==> config.mk <==
export PLATFORM = sky130hd
export DESIGN_NAME = exe_muldiv
export DESIGN_NICKNAME = d
export VERILOG_FILES = /design/src/rtl/exe_muldiv.sv
export SDC_FILE = /design/constraint.sdc
export NUM_CORES = 1
export LEC_CHECK = 0
export CAP_MARGIN = 20
export CORE_MARGIN = 2
export CORE_UTILIZATION = 30
export DETAILED_ROUTE_END_ITERATION = 8
export GPL_TIMING_DRIVEN = 1
export PLACE_DENSITY = 0.46
export SLEW_MARGIN = 40
export SYNTH_ARGS = -nofsm -noshare
export SYNTH_HDL_FRONTEND = slang
export SYNTH_SLANG_ARGS = --single-unit
==> constraint.sdc <==
create_clock -name clock -period 12.9 [get_ports clock]
set_input_delay 1.935 -clock clock [delete_from_list [all_inputs] [get_ports clock]]
set_output_delay 1.935 -clock clock [all_outputs]
set_load 0.1 [all_outputs]
==> src/rtl/exe_muldiv.sv <==
// exe_muldiv: iterative multiply/divide unit owning HI/LO, resolving one bit per cycle.
// Optional macro MULDIV_EARLY_OUT_EN: multiplies finish once the remaining multiplier is zero.
module exe_muldiv #(
  parameter int XLEN = 32
) (
  input  logic            clock,
  input  logic            reset,
  input  logic            start,
  input  logic [1:0]      op,
  input  logic [XLEN-1:0] rs_data,
  input  logic [XLEN-1:0] rt_data,
  input  logic            mf_req,
  input  logic            mt_hi,
  input  logic            mt_lo,
  output logic [XLEN-1:0] hi,
  output logic [XLEN-1:0] lo,
  output logic            busy,
  output logic            done,
  output logic            div_by_zero,
  output logic            stall
);
  localparam int CW = $clog2(XLEN + 1);

  typedef enum logic [1:0] {
    IDLE = 2'd0,
    CALC = 2'd1,
    FIX  = 2'd2
  } state_t;

  state_t              state_r, state_s;
  logic [CW-1:0]       cnt_r;
  logic                is_div_r, neg_a_r, neg_b_r;
  logic [2*XLEN-1:0]   acc_r, mcand_r;
  logic [XLEN-1:0]     mplier_r, rem_r, quo_r, dvsr_r;
  logic [XLEN-1:0]     hi_r, lo_r;
  logic                done_r, dbz_r;
  logic [XLEN:0]       rem_shift_s;
  logic [XLEN-1:0]     sub_s, rem_s, quo_s;
  logic                ge_s, calc_last_s;
  logic [2*XLEN-1:0]   prod_s;

  function automatic logic [XLEN-1:0] negate_if(input logic [XLEN-1:0] v, input logic en);
    negate_if = en ? (~v + {{(XLEN-1){1'b0}}, 1'b1}) : v;
  endfunction

  // Restoring-divide trial subtraction; the true difference always fits in XLEN bits when kept.
  assign rem_shift_s = {rem_r, quo_r[XLEN-1]};
  assign ge_s        = (rem_shift_s >= {1'b0, dvsr_r});
  assign sub_s       = rem_shift_s[XLEN-1:0] - dvsr_r;

  assign prod_s = (neg_a_r ^ neg_b_r) ? (~acc_r + {{(2*XLEN-1){1'b0}}, 1'b1}) : acc_r;
  assign quo_s  = negate_if(quo_r, neg_a_r ^ neg_b_r);
  // Remainder takes the dividend's sign; with a zero divisor it is the dividend itself.
  assign rem_s  = negate_if(rem_r, neg_a_r);

`ifdef MULDIV_EARLY_OUT_EN
  assign calc_last_s = (cnt_r == {{(CW-1){1'b0}}, 1'b1}) ||
                       (!is_div_r && (mplier_r[XLEN-1:1] == {(XLEN-1){1'b0}}));
`else
  assign calc_last_s = (cnt_r == {{(CW-1){1'b0}}, 1'b1});
`endif

  assign hi          = hi_r;
  assign lo          = lo_r;
  assign done        = done_r;
  assign div_by_zero = dbz_r;
  assign busy        = (state_r != IDLE);
  assign stall       = busy & (start | mf_req | mt_hi | mt_lo);

  // State register.
  always_ff @(posedge clock or posedge reset) begin
    if (reset) begin
      state_r <= IDLE;
    end else begin
      state_r <= state_s;
    end
  end

  // Next-state logic.
  always_comb begin
    state_s = state_r;
    case (state_r)
      IDLE: begin
        if (start) state_s = CALC;
        else       state_s = IDLE;
      end
      CALC: begin
        if (calc_last_s) state_s = FIX;
        else             state_s = CALC;
      end
      FIX:     state_s = IDLE;
      default: state_s = IDLE;
    endcase
  end

  // Datapath: operand capture, per-bit iteration, sign fix-up and HI/LO writes.
  always_ff @(posedge clock or posedge reset) begin
    if (reset) begin
      cnt_r    <= {CW{1'b0}};
      is_div_r <= 1'b0;
      neg_a_r  <= 1'b0;
      neg_b_r  <= 1'b0;
      acc_r    <= {(2*XLEN){1'b0}};
      mcand_r  <= {(2*XLEN){1'b0}};
      mplier_r <= {XLEN{1'b0}};
      rem_r    <= {XLEN{1'b0}};
      quo_r    <= {XLEN{1'b0}};
      dvsr_r   <= {XLEN{1'b0}};
      hi_r     <= {XLEN{1'b0}};
      lo_r     <= {XLEN{1'b0}};
      done_r   <= 1'b0;
      dbz_r    <= 1'b0;
    end else begin
      done_r <= 1'b0;
      dbz_r  <= 1'b0;
      case (state_r)
        IDLE: begin
          if (start) begin
            // op[0] set means unsigned; signed ops work on magnitudes and fix signs in FIX.
            is_div_r <= op[1];
            neg_a_r  <= ~op[0] & rs_data[XLEN-1];
            neg_b_r  <= ~op[0] & rt_data[XLEN-1];
            cnt_r    <= CW'(XLEN);
            acc_r    <= {(2*XLEN){1'b0}};
            mcand_r  <= {{XLEN{1'b0}}, negate_if(rs_data, ~op[0] & rs_data[XLEN-1])};
            mplier_r <= negate_if(rt_data, ~op[0] & rt_data[XLEN-1]);
            rem_r    <= {XLEN{1'b0}};
            quo_r    <= negate_if(rs_data, ~op[0] & rs_data[XLEN-1]);
            dvsr_r   <= negate_if(rt_data, ~op[0] & rt_data[XLEN-1]);
          end else begin
            if (mt_hi) hi_r <= rs_data;
            if (mt_lo) lo_r <= rs_data;
          end
        end
        CALC: begin
          cnt_r <= cnt_r - {{(CW-1){1'b0}}, 1'b1};
          if (is_div_r) begin
            rem_r <= ge_s ? sub_s : rem_shift_s[XLEN-1:0];
            quo_r <= {quo_r[XLEN-2:0], ge_s};
          end else begin
            acc_r    <= mplier_r[0] ? (acc_r + mcand_r) : acc_r;
            mcand_r  <= {mcand_r[2*XLEN-2:0], 1'b0};
            mplier_r <= {1'b0, mplier_r[XLEN-1:1]};
          end
        end
        FIX: begin
          if (is_div_r) begin
            hi_r  <= rem_s;
            lo_r  <= (dvsr_r == {XLEN{1'b0}}) ? {XLEN{1'b1}} : quo_s;
            dbz_r <= (dvsr_r == {XLEN{1'b0}});
          end else begin
            {hi_r, lo_r} <= prod_s;
          end
          done_r <= 1'b1;
          cnt_r  <= {CW{1'b0}};
        end
        default: begin
          cnt_r <= {CW{1'b0}};
        end
      endcase
    end
  end

endmodule

==> flow_metrics.tcl, run 1 <==
set metrics [dict create \
    outcome "completed" \
    cp_top_family "buffers and inverters" \
    fin_area_um2 26890 \
    post-synth-top-count-cell "nand2_1" \
    arrival_ns 3.31 \
    p_leak_nw 11.36 \
    setup_viol 0 \
    dp_cells 3827 \
    tightest_slew_ns 0.8125 \
    reg2regPathDepth 12 \
    num_rows 102 \
    drc 0 \
    holdPathStages 2 \
    drt_iter0_markers 1715 \
    instances_no_fill 3910 \
    start_util_pct 30.17 \
    hpwlAfterDp_um 63010 \
    drive_gt1_share_pct 7.566 \
    synth_edf_count 0 \
    cts-root-buf "clkbuf_16" \
    setup_ws_ns 7.656 \
    clockBufferDepth 3 \
    clock_insertion_delay_worst_skew_ns 0.60 \
    slowest_stage "clkdlybuf4s50_1" \
    coreArea_um2 77210 \
    critPathMaxStageDelay_ns 0.72 \
    timing.hold.ws_ns 0.4810 \
    fin_nets 3009 \
    drt-wirelength-per-cell_um 21.61 \
    synthArstFlopShare_pct 100.0 \
    firstDrtPassIters 6 \
    ff2ff_setup_slack_ns 8.55 \
    yosys_warnings 0 \
    cellPowerDensity_nw_per_um2 317.9 \
    muxShareOfSynthArea_pct 3.830 \
    worstHoldEndpoint "mplier_r[24]$_DFFE_PP0P_" \
    reg2reg_from "acc_r[4]$_DFFE_PP0P_" \
    yosys-top-cells-area "dfrtp_1 (36%), o21ai_0 (7.2%), ha_1 (5.5%)" \
    worst_ep_required_time_ns 10.97 \
    h-tree-depth 2 \
    synth_seq_area_share_pct 35.77 \
    dieHeight_um 282.7 \
    num_vias 21330 \
    syn_avg_cell_area_um2 8.388 \
    rsz0062_at_grt "no" \
    synth_xor_area_share_pct 9.738 \
    grt_usage_pct 21.07 \
    clock_skew_ns 0.02770 \
    cts_setup_buffers 0 \
    clk_pin_slew_ns 0.05 \
    crit_chain "clkdlybuf4s50_1, nor4_1, nor2_1, buf_2" \
    path_buf_inv 2 \
    ys_seq_elements 333 \
    dpl_cell_area_um2 25370 \
    synth_top_family_by_area "compound AO/OA/AOI/OAI gates" \
    synth-simple-area-share_pct 16.10 \
    area_growth_pct 15.42 \
    cts_tree "built" \
    r2r_end "acc_r[63]$_DFFE_PP0P_" \
    post_cts_resized 0 \
    hold_class "flop to flop" \
    hold_viol 0 \
    min_from "mplier_r[24]$_DFFE_PP0P_" \
    synth_common_cells "nand2_1 (339), dfrtp_1 (333), o21ai_0 (333), a21oi_1 (215), nor2_1 (212)" \
    postCtsHoldBufs 0 \
    netlist_area_um2 23290 \
    cp-end-kind "primary output" \
    grt_max_degree 123 \
    routed_wl_um 84490 \
    cts_made_buffers 44 \
    start_kind "primary input" \
    die-area_um2 79890 \
    syn_nets 2953 \
    postSynthCellCount 2777 \
    clock_sinks 333 \
    synthAdderAreaFrac_pct 5.651 \
    cap_violations 0 \
    period_minus_slack_ns 5.244 \
    place_congestion 0.9033 \
    grt-ovfl-total 0 \
    yosys.area.top_type "dfrtp_1" \
    finalMaxSlewViolations 0 \
    grt_pass1_wl_um 129700 \
    num_io_pins 140 \
    yosys.area.top_type_share_pct 35.77 \
    crit_type "primary input to primary output" \
    synth.distinct_cells 87 \
    io_buffers 139 \
    synth_compound_area_share_pct 24.84 \
    ys.flop_type "dfrtp_1" \
    path_max_fanout 6 \
    clock.fmax_mhz 190.7 \
    slew_headroom_pct 45.34 \
    post-route-period-util_pct 40.65 \
    ant_nets 0 \
    antenna_found_initial 1 \
    ir_drop_mv 0.1622 \
    avgViaCountPerCell 5.455 \
    die_w_um 282.7 \
    grt_pass1_vias 20960 \
    finalSetupTns_ns 0 \
    post-place-ws_ns 7.555 \
]
==> placed cells by master, fill, tap and decap left out, drive strengths merged, types with 16 or more instances in the layout <==
cell type / synthesis / final
nand4: 25 / 25
a22oi: 32 / 32
clkbuf: 122 / 62
a22o: 38 / 38
or4: 18 / 18
o21ai: 342 / 342
o31ai: 30 / 30
nand3: 38 / 38
ha: 102 / 102
a31oi: 27 / 27
o211ai: 34 / 34
nor4: 32 / 32
dfrtp: 333 / 333
nor3: 55 / 55
xnor2: 139 / 139
nand2: 340 / 340
clkdlybuf4s50: 0 / 71
a211oi: 16 / 16
mux2i: 88 / 88
buf: 31 / 92
inv: 92 / 94
a21o: 55 / 55
nor2: 213 / 213
xor2: 120 / 120
a21oi: 215 / 215
o221ai: 30 / 30
o41ai: 16 / 16
nand2b: 27 / 27
o21bai: 18 / 18
or3: 17 / 17
==> cells by family (layout without fill, tap and decap cells) <==
| kind of cell | Yosys count | count (layout) |
|---|---|---|
| compound gates | 922 | 922 |
| xor+xnor | 259 | 259 |
| fa+ha+maj | 104 | 104 |
| buf+inv | 245 | 336 |
| flops | 333 | 333 |
| mux | 89 | 89 |
| other cells | 0 | 2 |
| simple gates | 825 | 825 |
==> worst max path at each step <==
stage	startpoint	end	slack (ns)	depth (start not counted)
floorplan	reset	acc_r[0]$_DFFE_PP0P_	1.74	1
global placement	start	stall	6.80	4
detailed placement	rs_data[11]	mcand_r[29]$_DFFE_PP0P_	7.55	12
CTS	start	stall	7.59	4
global route	start	stall	7.60	4
finish	start	stall	7.66	4
==> worst min-delay path: cells and delay by family (launching register included) <==
family / cells / cell delay [ns]
compound gates: 1 / 0.06
simple gates: 1 / 0.04
flops: 1 / 0.34
==> sequential cells by signal (all words and copies together), names as in the netlist, 6 cells and up <==
| name | count |
|---|---|
| acc_r | 64 |
| dvsr_r | 32 |
| mplier_r | 32 |
| quo_r | 32 |
| cnt_r | 6 |
| lo | 32 |
| rem_r | 32 |
| hi | 32 |
| mcand_r | 64 |
==> layer usage <==
layer	share of wire, %	vias to the layer above	track usage (%)	wire length (um)
met2	45	604	33.21	37650
met1	47	10480	30.24	40070
met3	5.3	121	2.561	4491
met4	2.7	2	5.847	2272
met5	0.015	-	0	13
li1	-	10130	-	-
==> power by group <==
| group | internal (W) | switching (W) | total, W |
|---|---|---|---|
| Clock | 0.000779 | 0.000522 | 0.00130 |
| Combinational | 0.00170 | 0.00349 | 0.00518 |
| Sequential | 0.00149 | 0.000571 | 0.00206 |
| Total | 0.00397 | 0.00458 | 0.00855 |
==> stage by stage <==
step           power, W  util [%]
6_report       0.008548     34.82
5_1_grt        0.009191     34.81
4_1_cts        0.008573     34.81
3_5_place_dp   0.007231     32.85
3_3_place_gp   0.007269     33.25
2_1_floorplan  0.005786         -
==> layout make-up <==
cell class                      count  area (um2)
Fill cell                        7938       50330
Sequential cell                   333        8337
Inverter                           92       354.1
Timing Repair Buffer              163        1259
Multi-Input combinational cell   2199       14120
Tap cell                         1040        1301
Antenna cell                        2       5.005
Clock inverter                     19       217.7
Clock buffer                       62        1290
Power figures use the tool's default switching activity.
==> run 2: changes to the inputs <==
- PLACE_DENSITY: 0.46 -> 0.48
- clock period: 12.9 -> 4.65 ns (I/O delays scaled with it)
==> flow_metrics.tcl, run 2 (synthesis results as in run 1) <==
set metrics [dict create \
    path_max_fanout 5 \
    area_growth_pct 16.20 \
    clockBufferDepth 3 \
    num_io_pins 140 \
    cellPowerDensity_nw_per_um2 878.1 \
    antenna_cells 0 \
    grt-ovfl-total 0 \
    hold_viol 0 \
    postCtsHoldBufs 0 \
    p_seq_share_pct 24.1 \
    cts_tree "built" \
    cts_setup_buffers 0 \
    slew_headroom_pct 41.16 \
    rsz0062_at_grt "no" \
    p_total_w 0.02377 \
    cp-end-kind "flop" \
    num_vias 21520 \
    grt_pass1_vias 21090 \
    drt_iter0_markers 1733 \
    avgViaCountPerCell 5.476 \
    p_leak_nw 11.45 \
    ir_drop_mv 0.3959 \
    clk_pin_slew_ns 0.06 \
    timing.hold.ws_ns 0.4608 \
    start_util_pct 30.17 \
    cts_made_buffers 42 \
    routed_wl_um 86300 \
    intPower_w 0.01099 \
    outcome "completed" \
    num_rows 102 \
    clockPowerShare_pct 14.1 \
    crit_top_cell "o211ai_1" \
    final_common_cell "nand2_1" \
    post-route-period-util_pct 87.37 \
    setup_viol 0 \
    critPathMaxStageDelay_ns 0.51 \
    drt-wirelength-per-cell_um 21.96 \
    drc 0 \
    start_kind "flop" \
    nFillCells 8015 \
    reg_top3 "acc_r: 64 flops, mcand_r: 64 flops" \
    die_w_um 282.7 \
    worst_ep_required_time_ns 5.10 \
    clock_sinks 333 \
    fin_nets 3036 \
    combPwrFrac_pct 61.8 \
    reg2reg_from "acc_r[0]$_DFFE_PP0P_" \
    dieHeight_um 282.7 \
    h-tree-depth 2 \
    crit_chain "ha_1, inv_1, fa_1, nor2b_1, o211ai_1, a2111oi_1, nor2_1, a2111oi_4, o211ai_1, a211oi_2, o2111ai_1, a31oi_2, xnor2_1, o21ai_1" \
    switching_share_pct 53.78 \
    arrival_ns 4.51 \
    r2r_end "acc_r[54]$_DFFE_PP0P_" \
    hpwlAfterDp_um 64880 \
    ff2ff_setup_slack_ns 0.59 \
    cap_violations 0 \
    p_sw_w 0.01278 \
    dpl_cell_area_um2 25670 \
    final_cell_mix "nand2_1 (336), o21ai_0 (332), dfrtp_1 (331)" \
    reg2regPathDepth 14 \
    coreArea_um2 77210 \
    fin_area_um2 27070 \
    hold_class "primary input to async pin" \
    crit_type "flop to flop" \
    period_minus_slack_ns 4.063 \
    drive_gt1_share_pct 8.235 \
    tightest_slew_ns 0.8827 \
    grt_max_degree 102 \
    firstDrtPassIters 7 \
    place_congestion 0.9328 \
    io_buffers 139 \
    grt_usage_pct 21.48 \
    ant_nets 0 \
    cts-root-buf "clkbuf_16" \
    finalMaxSlewViolations 0 \
    post_cts_resized 0 \
    clock_skew_ns 0.02873 \
    grt_pass1_wl_um 132300 \
    clock_insertion_delay_worst_skew_ns 0.60 \
    slowest_stage "a2111oi_4" \
    die-area_um2 79890 \
    clock.fmax_mhz 246.1 \
    antenna_found_initial 3 \
]
-- run 2: cell types whose count changed in the layout (fill, tap and decap cells not counted), sizes merged --
cell and delta:
clkinv -2, clkinvlp +4, inv -4, clkbuf -3, bufinv -2, buf +29, diode -2
-- run 2: worst max-delay path by stage --
| stage | startpoint | to | slack (ns) | cells after the start |
|---|---|---|---|---|
| final | acc_r[0]$_DFFE_PP0P_ | acc_r[54]$_DFFE_PP0P_ | 0.59 | 14 |
| after global routing | acc_r[0]$_DFFE_PP0P_ | acc_r[54]$_DFFE_PP0P_ | 0.28 | 14 |
| after CTS | acc_r[0]$_DFFE_PP0P_ | acc_r[54]$_DFFE_PP0P_ | 0.59 | 14 |
| after detailed placement | acc_r[0]$_DFFE_PP0P_ | acc_r[54]$_DFFE_PP0P_ | 0.59 | 14 |
| after global placement | rs_data[11] | mcand_r[29]$_DFFE_PP0P_ | 0.58 | 12 |
| after floorplan | reset | acc_r[0]$_DFFE_PP0P_ | -0.50 | 1 |
-- run 2: power groups by stage --
| stage | Combinational, W | Sequential [W] | Clock (W) |
|---|---|---|---|
| global placement | 0.0147 | 0.00572 | 0 |
| detailed placement | 0.0146 | 0.00575 | 0 |
| floorplan | 0.00899 | 0.00707 | 0 |
| finish | 0.0147 | 0.00573 | 0.00334 |
| CTS | 0.0147 | 0.00571 | 0.00343 |
| global route | 0.0161 | 0.00591 | 0.00356 |
-- run 2: metal layers --
metal	vias to the layer above	global-route usage [%]	wire (um)	part of all wire, %
met4	0	5.820	2199	2.5
met3	117	2.676	4637	5.4
met5	-	0	0	0
li1	10160	-	-	-
met1	10650	30.50	40570	47
met2	590	34.24	38890	45
-- run 2: worst max-delay path: cells and delay by family (launching register included) --
| family | cells | cell delay, ns |
|---|---|---|
| AO/OA/AOI/OAI | 8 | 2.31 |
| XOR/XNOR | 1 | 0.16 |
| adder cells (fa/ha/maj) | 2 | 0.61 |
| buffers and inverters | 1 | 0.07 |
| flip-flops | 1 | 0.42 |
| AND/OR/NAND/NOR | 2 | 0.37 |
-- run 2: per-stage QoR --
step | instances | util, % | setup WS [ns] | TNS [ns]
finish | 3930 | 35.06 | 0.5874 | 0
global route | 3930 | 35.06 | 0.2845 | 0
CTS | 3929 | 35.02 | 0.5912 | 0
detailed placement | 3855 | 33.25 | 0.5947 | 0
global placement | 3853 | 33.59 | 0.5778 | 0
floorplan | 2777 | - | -0.4961 | -165.21
-- run 2: cell type report --
class | count | area, um2 | share of cell area, %
Multi-Input combinational cell | 2199 | 14120 | 52.18
Sequential cell | 333 | 8338 | 30.80
Timing Repair Buffer | 192 | 1587 | 5.861
Tap cell | 1040 | 1301 | 4.807
Clock buffer | 59 | 1206 | 4.456
Inverter | 92 | 350.3 | 1.294
Clock inverter | 15 | 160.2 | 0.5917
